**config.mk**
```make
export PLATFORM = sky130hd
export DESIGN_NAME = reaction_score_keeper_flat
export DESIGN_NICKNAME = d
export VERILOG_FILES = /design/src/rtl/reaction_score_keeper_if.sv /design/src/rtl/reaction_score_keeper.sv /design/src/flat_wrapper.sv
export SDC_FILE = /design/constraint.sdc
export NUM_CORES = 1
export LEC_CHECK = 0
export ABC_AREA = 1
export BUFFER_PORTS_ARGS = -buffer_cell sky130_fd_sc_hd__buf_2
export CAP_MARGIN = 25
export CELL_PAD_IN_SITES_DETAIL_PLACEMENT = 0
export CELL_PAD_IN_SITES_GLOBAL_PLACEMENT = 1
export CORE_MARGIN = 5
export CORE_UTILIZATION = 36
export CTS_CLUSTER_SIZE = 20
export DETAILED_ROUTE_END_ITERATION = 16
export MAX_ROUTING_LAYER = met4
export PLACE_DENSITY_LB_ADDON = 0.1
export SYNTH_ARGS = -nofsm -noshare
export SYNTH_HDL_FRONTEND = slang
export SYNTH_SLANG_ARGS = --single-unit
```
**constraint.sdc**
```tcl
create_clock -name clk50M -period 1.9 [get_ports clk50M]
set_input_delay 0.285 -clock clk50M [delete_from_list [all_inputs] [get_ports clk50M]]
set_output_delay 0.285 -clock clk50M [all_outputs]
set_load 0.005 [all_outputs]
```
**src/rtl/reaction_score_keeper_if.sv**
```systemverilog
// Bundle of control inputs and score outputs between the test FSMs and the score keeper.
interface reaction_score_keeper_if #(
  parameter int unsigned W = 24
);
  logic         stop;
  logic [W-1:0] time_bcd;
  logic         clr_best;
  logic [2:0]   hist_sel;

  logic [W-1:0] last_bcd;
  logic [W-1:0] best_bcd;
  logic         best_valid;
  logic         new_best;
  logic         false_st;
  logic         bcd_err;
  logic [7:0]   attempts;
  logic [W-1:0] hist_bcd;
  logic         busy;

  modport master (
    output stop, time_bcd, clr_best, hist_sel,
    input  last_bcd, best_bcd, best_valid, new_best, false_st, bcd_err,
           attempts, hist_bcd, busy
  );

  modport slave (
    input  stop, time_bcd, clr_best, hist_sel,
    output last_bcd, best_bcd, best_valid, new_best, false_st, bcd_err,
           attempts, hist_bcd, busy
  );
endinterface

```
**src/rtl/reaction_score_keeper.sv**
```systemverilog
// Captures BCD reaction time on stop rise, rejects false starts / bad BCD, tracks best and attempts.
// Optional result history enabled by defining SCORE_HIST_EN; outputs appear 3 cycles after the stop edge.
module reaction_score_keeper #(
  parameter int unsigned          DIGITS     = 6,
  parameter logic [4*DIGITS-1:0]  MIN_TIME   = 24'h000100,
  parameter int unsigned          HIST_DEPTH = 4
) (
  input  logic                     clk50M,
  input  logic                     rst,
  reaction_score_keeper_if.slave   bus
);

  localparam int unsigned W = 4 * DIGITS;
  localparam logic [W-1:0] ALL9 = {DIGITS{4'h9}};

  typedef enum logic [1:0] {S_IDLE, S_CAPTURE, S_CHECK, S_UPDATE} state_t;

  state_t       state_q;
  logic         stop_q;
  logic [W-1:0] last_q;
  logic [W-1:0] best_q;
  logic         best_valid_q;
  logic         new_best_q;
  logic         false_st_q;
  logic         bcd_err_q;
  logic [7:0]   attempts_q;
  logic         busy_q;
  logic         err_q, fs_q, less_q;
  logic         err_d, fs_d, less_d;
  logic         capture_req;

  // Digit-wise less-than from the most significant digit down.
  function automatic logic bcd_lt(input logic [W-1:0] a, input logic [W-1:0] b);
    logic done;
    logic lt;
    done = 1'b0;
    lt   = 1'b0;
    for (int i = DIGITS - 1; i >= 0; i--) begin
      if (!done && (a[4*i +: 4] != b[4*i +: 4])) begin
        lt   = (a[4*i +: 4] < b[4*i +: 4]);
        done = 1'b1;
      end
    end
    return lt;
  endfunction

  function automatic logic bcd_bad(input logic [W-1:0] a);
    logic bad;
    bad = 1'b0;
    for (int i = 0; i < DIGITS; i++) begin
      if (a[4*i +: 4] > 4'd9) bad = 1'b1;
    end
    return bad;
  endfunction

  assign capture_req = bus.stop & ~stop_q;

  always_comb begin
    err_d  = bcd_bad(last_q);
    fs_d   = bcd_lt(last_q, MIN_TIME) || (last_q == '0);
    less_d = bcd_lt(last_q, best_q);
  end

`ifdef SCORE_HIST_EN
  localparam int unsigned HW = $clog2(HIST_DEPTH);
  logic [W-1:0] hist_q [HIST_DEPTH];
  assign bus.hist_bcd = hist_q[bus.hist_sel[HW-1:0]];
`else
  localparam logic [3:0] HD_BITS = 4'(HIST_DEPTH);
  logic unused_hist;
  assign unused_hist  = ^{bus.hist_sel, HD_BITS};
  assign bus.hist_bcd = last_q;
`endif

  always_ff @(posedge clk50M) begin
    if (rst) begin
      state_q      <= S_IDLE;
      stop_q       <= 1'b0;
      last_q       <= '0;
      best_q       <= ALL9;
      best_valid_q <= 1'b0;
      new_best_q   <= 1'b0;
      false_st_q   <= 1'b0;
      bcd_err_q    <= 1'b0;
      attempts_q   <= '0;
      busy_q       <= 1'b0;
      err_q        <= 1'b0;
      fs_q         <= 1'b0;
      less_q       <= 1'b0;
`ifdef SCORE_HIST_EN
      for (int i = 0; i < int'(HIST_DEPTH); i++) hist_q[i] <= '0;
`endif
    end else begin
      stop_q     <= bus.stop;
      new_best_q <= 1'b0;
      false_st_q <= 1'b0;
      bcd_err_q  <= 1'b0;
      case (state_q)
        S_IDLE: begin
          if (capture_req) begin
            state_q <= S_CAPTURE;
            busy_q  <= 1'b1;
          end
        end
        S_CAPTURE: begin
          last_q  <= bus.time_bcd;
          state_q <= S_CHECK;
        end
        S_CHECK: begin
          err_q   <= err_d;
          fs_q    <= fs_d;
          less_q  <= less_d;
          state_q <= S_UPDATE;
        end
        S_UPDATE: begin
          state_q <= S_IDLE;
          busy_q  <= 1'b0;
          if (err_q) begin
            bcd_err_q <= 1'b1;
          end else if (fs_q) begin
            false_st_q <= 1'b1;
          end else begin
            if (attempts_q != 8'hFF) attempts_q <= attempts_q + 8'd1;
`ifdef SCORE_HIST_EN
            for (int i = int'(HIST_DEPTH) - 1; i > 0; i--) hist_q[i] <= hist_q[i-1];
            hist_q[0] <= last_q;
`endif
            // A concurrent clear suppresses the best update but not the count/history.
            if (!bus.clr_best && (less_q || !best_valid_q)) begin
              best_q       <= last_q;
              best_valid_q <= 1'b1;
              new_best_q   <= 1'b1;
            end
          end
        end
        default: begin
          state_q <= S_IDLE;
          busy_q  <= 1'b0;
        end
      endcase
      if (bus.clr_best) begin
        best_q       <= ALL9;
        best_valid_q <= 1'b0;
      end
    end
  end

  assign bus.last_bcd   = last_q;
  assign bus.best_bcd   = best_q;
  assign bus.best_valid = best_valid_q;
  assign bus.new_best   = new_best_q;
  assign bus.false_st   = false_st_q;
  assign bus.bcd_err    = bcd_err_q;
  assign bus.attempts   = attempts_q;
  assign bus.busy       = busy_q;

endmodule

```
**src/flat_wrapper.sv**
```systemverilog
// flat-port wrapper written by rule: the top's interface ports become plain ports
module reaction_score_keeper_flat 
#(
  parameter int unsigned          DIGITS     = 6,
  parameter logic [4*DIGITS-1:0]  MIN_TIME   = 24'h000100,
  parameter int unsigned          HIST_DEPTH = 4
)
  (clk50M, rst, bus_stop, bus_time_bcd, bus_clr_best, bus_hist_sel, bus_last_bcd, bus_best_bcd, bus_best_valid, bus_new_best, bus_false_st, bus_bcd_err, bus_attempts, bus_hist_bcd, bus_busy);
  reaction_score_keeper_if #(.W(24)) bus_i ();
  input  logic clk50M;
  input  logic rst;
  input wire logic [$bits(bus_i.stop)-1:0] bus_stop;
  input wire logic [$bits(bus_i.time_bcd)-1:0] bus_time_bcd;
  input wire logic [$bits(bus_i.clr_best)-1:0] bus_clr_best;
  input wire logic [$bits(bus_i.hist_sel)-1:0] bus_hist_sel;
  output wire logic [$bits(bus_i.last_bcd)-1:0] bus_last_bcd;
  output wire logic [$bits(bus_i.best_bcd)-1:0] bus_best_bcd;
  output wire logic [$bits(bus_i.best_valid)-1:0] bus_best_valid;
  output wire logic [$bits(bus_i.new_best)-1:0] bus_new_best;
  output wire logic [$bits(bus_i.false_st)-1:0] bus_false_st;
  output wire logic [$bits(bus_i.bcd_err)-1:0] bus_bcd_err;
  output wire logic [$bits(bus_i.attempts)-1:0] bus_attempts;
  output wire logic [$bits(bus_i.hist_bcd)-1:0] bus_hist_bcd;
  output wire logic [$bits(bus_i.busy)-1:0] bus_busy;
  assign bus_i.stop = bus_stop;
  assign bus_i.time_bcd = bus_time_bcd;
  assign bus_i.clr_best = bus_clr_best;
  assign bus_i.hist_sel = bus_hist_sel;
  assign bus_last_bcd = bus_i.last_bcd;
  assign bus_best_bcd = bus_i.best_bcd;
  assign bus_best_valid = bus_i.best_valid;
  assign bus_new_best = bus_i.new_best;
  assign bus_false_st = bus_i.false_st;
  assign bus_bcd_err = bus_i.bcd_err;
  assign bus_attempts = bus_i.attempts;
  assign bus_hist_bcd = bus_i.hist_bcd;
  assign bus_busy = bus_i.busy;
  reaction_score_keeper #(.DIGITS(DIGITS), .MIN_TIME(MIN_TIME), .HIST_DEPTH(HIST_DEPTH)) u_core (.clk50M(clk50M), .rst(rst), .bus(bus_i));
endmodule
```
Word level (Yosys, flattened, before mapping). Index checks and enable logic that the tools add are counted.

Multiply operators: 0. Reductions and logical operators: 40. Bitwise logic cells: 5. Div/mod/pow operators: 0. Shift-type cells: 0. Equality and inequality tests: 12. Add/subtract/negate cells: 1. Order comparisons: 18. Mux-type cells: 35.

Operator list (number): two-way mux 1 bit (32); greater-than comparator 4 bit, second input constant (6); logical NOT 24 bit (1); less-than comparator 4 x 1 -> 1 bit, second input constant (6); less-than comparator 4 bit (6); != test 4 bit (6); nonzero test 4 bit (5); logical NOT 1 bit (12); logical AND 1 bit (11); adder 8 x 1 -> 8 bit, second input constant (1); != test 8 bit, second input constant (1); case mux 2 bit (4 select lines) (1); AND reduction 4 bit (2); equality test 2 bit, second input constant (2); != test 4 x 1 -> 1 bit, second input constant (1); inverter 1 bit (4); OR reduction 2 bit (2); OR reduction 4 bit (1); OR reduction 3 bit (1); equality test 2 x 1 -> 1 bit, second input constant (1); logical NOT 2 bit (1); logical OR 1 bit (2); two-way mux 2 bit (1); != test 2 x 1 -> 1 bit, second input constant (1); other kinds (4) (4).

Memories kept: 0. Logic and storage cells: 124. Bits of input ports: 31. Bits in writable memories: 0. Flip-flop bits (word level): 67. Bits in read-only memories: 0. Output and inout bits: 85. Latch bits: 0.

Longest topological paths before layout.
Depth after elaboration: 18. Depth in mapped cells: 12. Mapped depth without buffers: 12.

Worst setup path after synthesis. Ideal clock, no wire load.

Kind: register to register. From: reg u_core.last_q[12] (netlist: u_core.bus.hist_bcd[12]). To: reg u_core.less_q. Cell stages (with the launch flop): 13. Buffers on the path: 0. Library setup time: 66 ps. Required time: 1834 ps. Path slack: 445 ps. Data arrival time: 1388 ps. Clock period less this slack: 1455 ps. Path through: dfxtp_1 -> inv_1 -> ha_1 -> nand2_1 -> nor2_1 -> nand2_1 -> nor2_2 -> nand2_1 -> nand2_1 -> inv_1 -> nand2_1 -> nand2_1 -> a21oi_2.

Cells in the longest elaborated chain, start to end: 12. Elaborated cells between the ends (all ways): 16. Those cells by class: order compare: 1; eq/ne: 1; mux: 7; reduce/logical: 7.

Ends and longest elaborated chain: from (decl) (RTL line reaction_score_keeper.sv:20) `logic [W-1:0] last_q;`; from (signal assigned) (RTL line reaction_score_keeper.sv:106) `last_q <= bus.time_bcd;`; != test 4 bit (RTL line reaction_score_keeper.sv:39) `if (!done && (a[4*i +: 4] != b[4*i +: 4])) begin`; logical AND 1 bit (RTL line reaction_score_keeper.sv:39); two-way mux 1 bit (RTL line reaction_score_keeper.sv:39); logical NOT 1 bit (RTL line reaction_score_keeper.sv:39); logical AND 1 bit (RTL line reaction_score_keeper.sv:39); two-way mux 1 bit (RTL line reaction_score_keeper.sv:39); logical NOT 1 bit (RTL line reaction_score_keeper.sv:39); logical AND 1 bit (RTL line reaction_score_keeper.sv:39); two-way mux 1 bit (RTL line reaction_score_keeper.sv:39); logical NOT 1 bit (RTL line reaction_score_keeper.sv:39); logical AND 1 bit (RTL line reaction_score_keeper.sv:39); two-way mux 1 bit (*) (RTL line reaction_score_keeper.sv:39); to (signal assigned) (RTL line reaction_score_keeper.sv:112) `less_q <= less_d;`; to (decl) (RTL line reaction_score_keeper.sv:28) `logic err_q, fs_q, less_q;`.

Mark *: on every way between the ends. The rest lies on a longest branch, timed or not. A chain may end at the register's enable or synchronous reset.

Final worst setup path. Same ends and word-level chain as after synthesis.

==> summary.md <==
| Metric | Value |
|---|---|
| Leak | `2.265 nW` |
| Final Net Count | `623` |
| Overflow after GRT | `0` |
| Worst hold slack | `0.1696 ns` |
| Syn Nets | `513` |
| Placeable Area | `roughly 9600 um^2` |
| Final hold vios | `0` |
| Core Rows | `36` |
| Most instantiated cells after synthesis | `inv_1 (68), dfxtp_1 (67), nand2_1 (58), nor2_1 (50), o21ai_0 (49)` |
| Hpwl dp | `between 7 and 8 mm` |
| WL/cell | `14.40 um` |
| Type of origin of the critical path | `register` |
| Initial antenna violation count | `0` |
| Post-CTS Hold Buffers | `0` |
| Routability Congestion | `0.8618` |
| Vias/cell | `4.518` |
| FF+latch count, synth | `67` |
| Synthesized area | `3498 um^2` |
| Antenna cells | `0` |
| Synth warn | `0` |
| Max Cap Violations | `0` |
| Count leader, synth | `inv_1` |
| Fin crit share | `88.86%` |
| Clk slew on worst S/H paths | `0.07 ns` |
| Pwr/cell area | `1252 nW/um^2` |
| Synth Area per Inst | `a little under 8 um^2` |
| Max Clock Skew | `0.01216 ns` |
| DIE AREA | `roughly 12000 um^2` |
| CP endpoint kind | `register` |
| Post-synthesis instance total | `~450` |
| Setup ws final | `0.2116 ns` |
| Critical path peak fanout | `4` |
| Status | `complete, no violations` |
| Top-area cell type share of the netlist area | `38.34%` |
| Maximum buffer depth of the clock tree | `2` |
| Distinct cells, synth | `34` |
| Inserted Clock Buffers | `9` |
| Seq/Total Area, Yosys | `a little under two fifths` |
| RSZ-0062 raised after global routing | `false` |
| Slew headroom | `62.83%` |
| Final setup viols | `0` |
| Chip height | `108.6 um` |
| First-pass GRT wire length | `~16 mm` |
| Area leader, netlist | `dfxtp_1` |
| CTS tree | `built` |
| Post-CTS Setup Inserts | `0` |
| Number of port buffers | `112` |
| Synth top area cells | `dfxtp_1 (38%), ha_1 (11%), inv_1 (7.3%), o21ai_0 (7.0%), nand2_1 (6.2%)` |
| Initial DRC count | `118` |
| Die width | `108.6 um` |
| Total negative slack | `0 ns` |
| Fmax | `0.5923 GHz` |
| Max-slew violations | `0` |
| Detail Route Antenna Nets | `0` |
| Slew @ Worst Pin | `0.5569 ns` |
| Number of flops mapped to enable cells by yosys | `0` |
| Post-route insts no fill | `between 600 and 700` |
| Most used DFF post-synth | `dfxtp_1` |
| H-tree depth | `3` |
| Hold Path Class | `in -> reg` |
| Req. time, crit path | `2.16 ns` |
| Drt first pass iters | `4` |
| Number of global-route vias before repair | `3069` |
| Final Critical Period | `1.688 ns` |
| Via count | `3158` |
| Clock root buffer | `clkbuf_8` |
| DP Cell Count | `about 680` |
| DRC viols | `0` |
| Pre-CTS setup slack | `between 0.2 and 0.25 ns` |
| Synth-to-layout area growth | `23.71%` |
| Crit Path Category | `reg -> reg` |
| Boundary Pins | `116` |
| All-layer global routing usage | `17.89%` |
| Largest net degree at the start of global routing | `31` |
| Crit path DAT | `1.95 ns` |
| Ys async rst share | `0%` |
| Clock sinks | `67` |
| Final WL | `10.06 mm` |
| Layout cells sized above 1 | `30.39%` |
| Insertion delay to the later sink of the worst-skew pair | `0.34 ns` |
| Post-cts sizing count | `0` |
| Initial Utilization | `36.29%` |
| Worst vdd ir | `0.0005761 V` |
stage by stage:
stage / power [W] / cell area (um^2) / utilization, %
floorplan: 0.003478 / 3498 / -
global placement: 0.004364 / 4149 / 43.04
detailed placement: 0.004388 / 4149 / 43.04
CTS: 0.005511 / 4328 / 44.90
global route: 0.005921 / 4328 / 44.90
finish: 0.005417 / 4328 / 44.90
report_power, final:
group | internal, W | switching, W
logic | 0.000994 | 0.00137
registers | 0.00169 | 0.000267
clock network | 0.000571 | 0.000520
total | 0.00326 | 0.00216
cell families after synthesis:
family | synth area share [%]
simple gates | 17.02
fa+ha+maj | 10.73
flops | 38.34
buf+inv | 14.91
compound gates | 18.99
routing by layer:
layer | share of wire, % | global-route usage [%] | vias up
met5 | 0 | - | -
met4 | 0.61 | 3.787 | 0
met3 | 4.9 | 4.358 | 5
met2 | 46 | 27.41 | 71
met1 | 49 | 24.01 | 1425
li1 | - | - | 1657
area by class of cell:
type,count,area (um^2)
Clock inverter,2,10.01
Timing Repair Buffer,136,740.7
Inverter,70,265.3
Fill cell,1062,5311
Multi-Input combinational cell,278,1635
Clock buffer,13,168.9
Tap cell,133,166.4
Sequential cell,67,1341
cell usage in the layout, fill, tap and decap left out, drive strengths merged:
cell / netlist / layout
nand4: 4 / 4
a221oi: 1 / 1
o211ai: 4 / 4
a211oi: 5 / 5
clkinv: 1 / 3
nor4: 3 / 3
nand2: 60 / 60
ha: 30 / 30
and3: 1 / 1
dfxtp: 67 / 67
nor3: 2 / 2
a21oi: 45 / 45
o21ai: 55 / 55
nand3: 8 / 8
o21bai: 3 / 3
clkbuf: 5 / 13
o21a: 1 / 1
buf: 32 / 136
nor2: 56 / 56
inv: 69 / 69
flip-flops by register name, summed over array words and instances (netlist names):
name,flops
u_core.bus.best_valid,1
u_core.bus.hist_bcd,24
u_core.bus.false_st,1
u_core.bus.new_best,1
u_core.fs_q,1
u_core.err_q,1
u_core.bus.busy,1
u_core.bus.bcd_err,1
u_core.bus.attempts,8
u_core.state_q,2
u_core.bus.best_bcd,24
u_core.stop_q,1
u_core.less_q,1
worst paths after layout:
kind	start	to	slack [ns]	cells past startpoint
max	u_core.bus.hist_bcd[12]	u_core.less_q	0.21	12
min	bus_stop	u_core.stop_q	0.17	3
max reg2reg	u_core.bus.hist_bcd[12]	u_core.less_q	0.21	12
min reg2reg	u_core.bus.attempts[4]	u_core.bus.attempts[4]	0.46	2
worst max-delay path, cell delays in order, from the launching register on:
cell and delay [ns]:
dfxtp_1 0.36, inv_1 0.13, ha_1 0.30, nand2_1 0.05
nor2_1 0.17, nand2_1 0.09, nor2_2 0.13, nand2_1 0.06
nand2_1 0.05, inv_1 0.03, nand2_1 0.05, nand2_1 0.08
a21oi_2 0.12
Note: power is estimated with default switching activity, not from simulation.
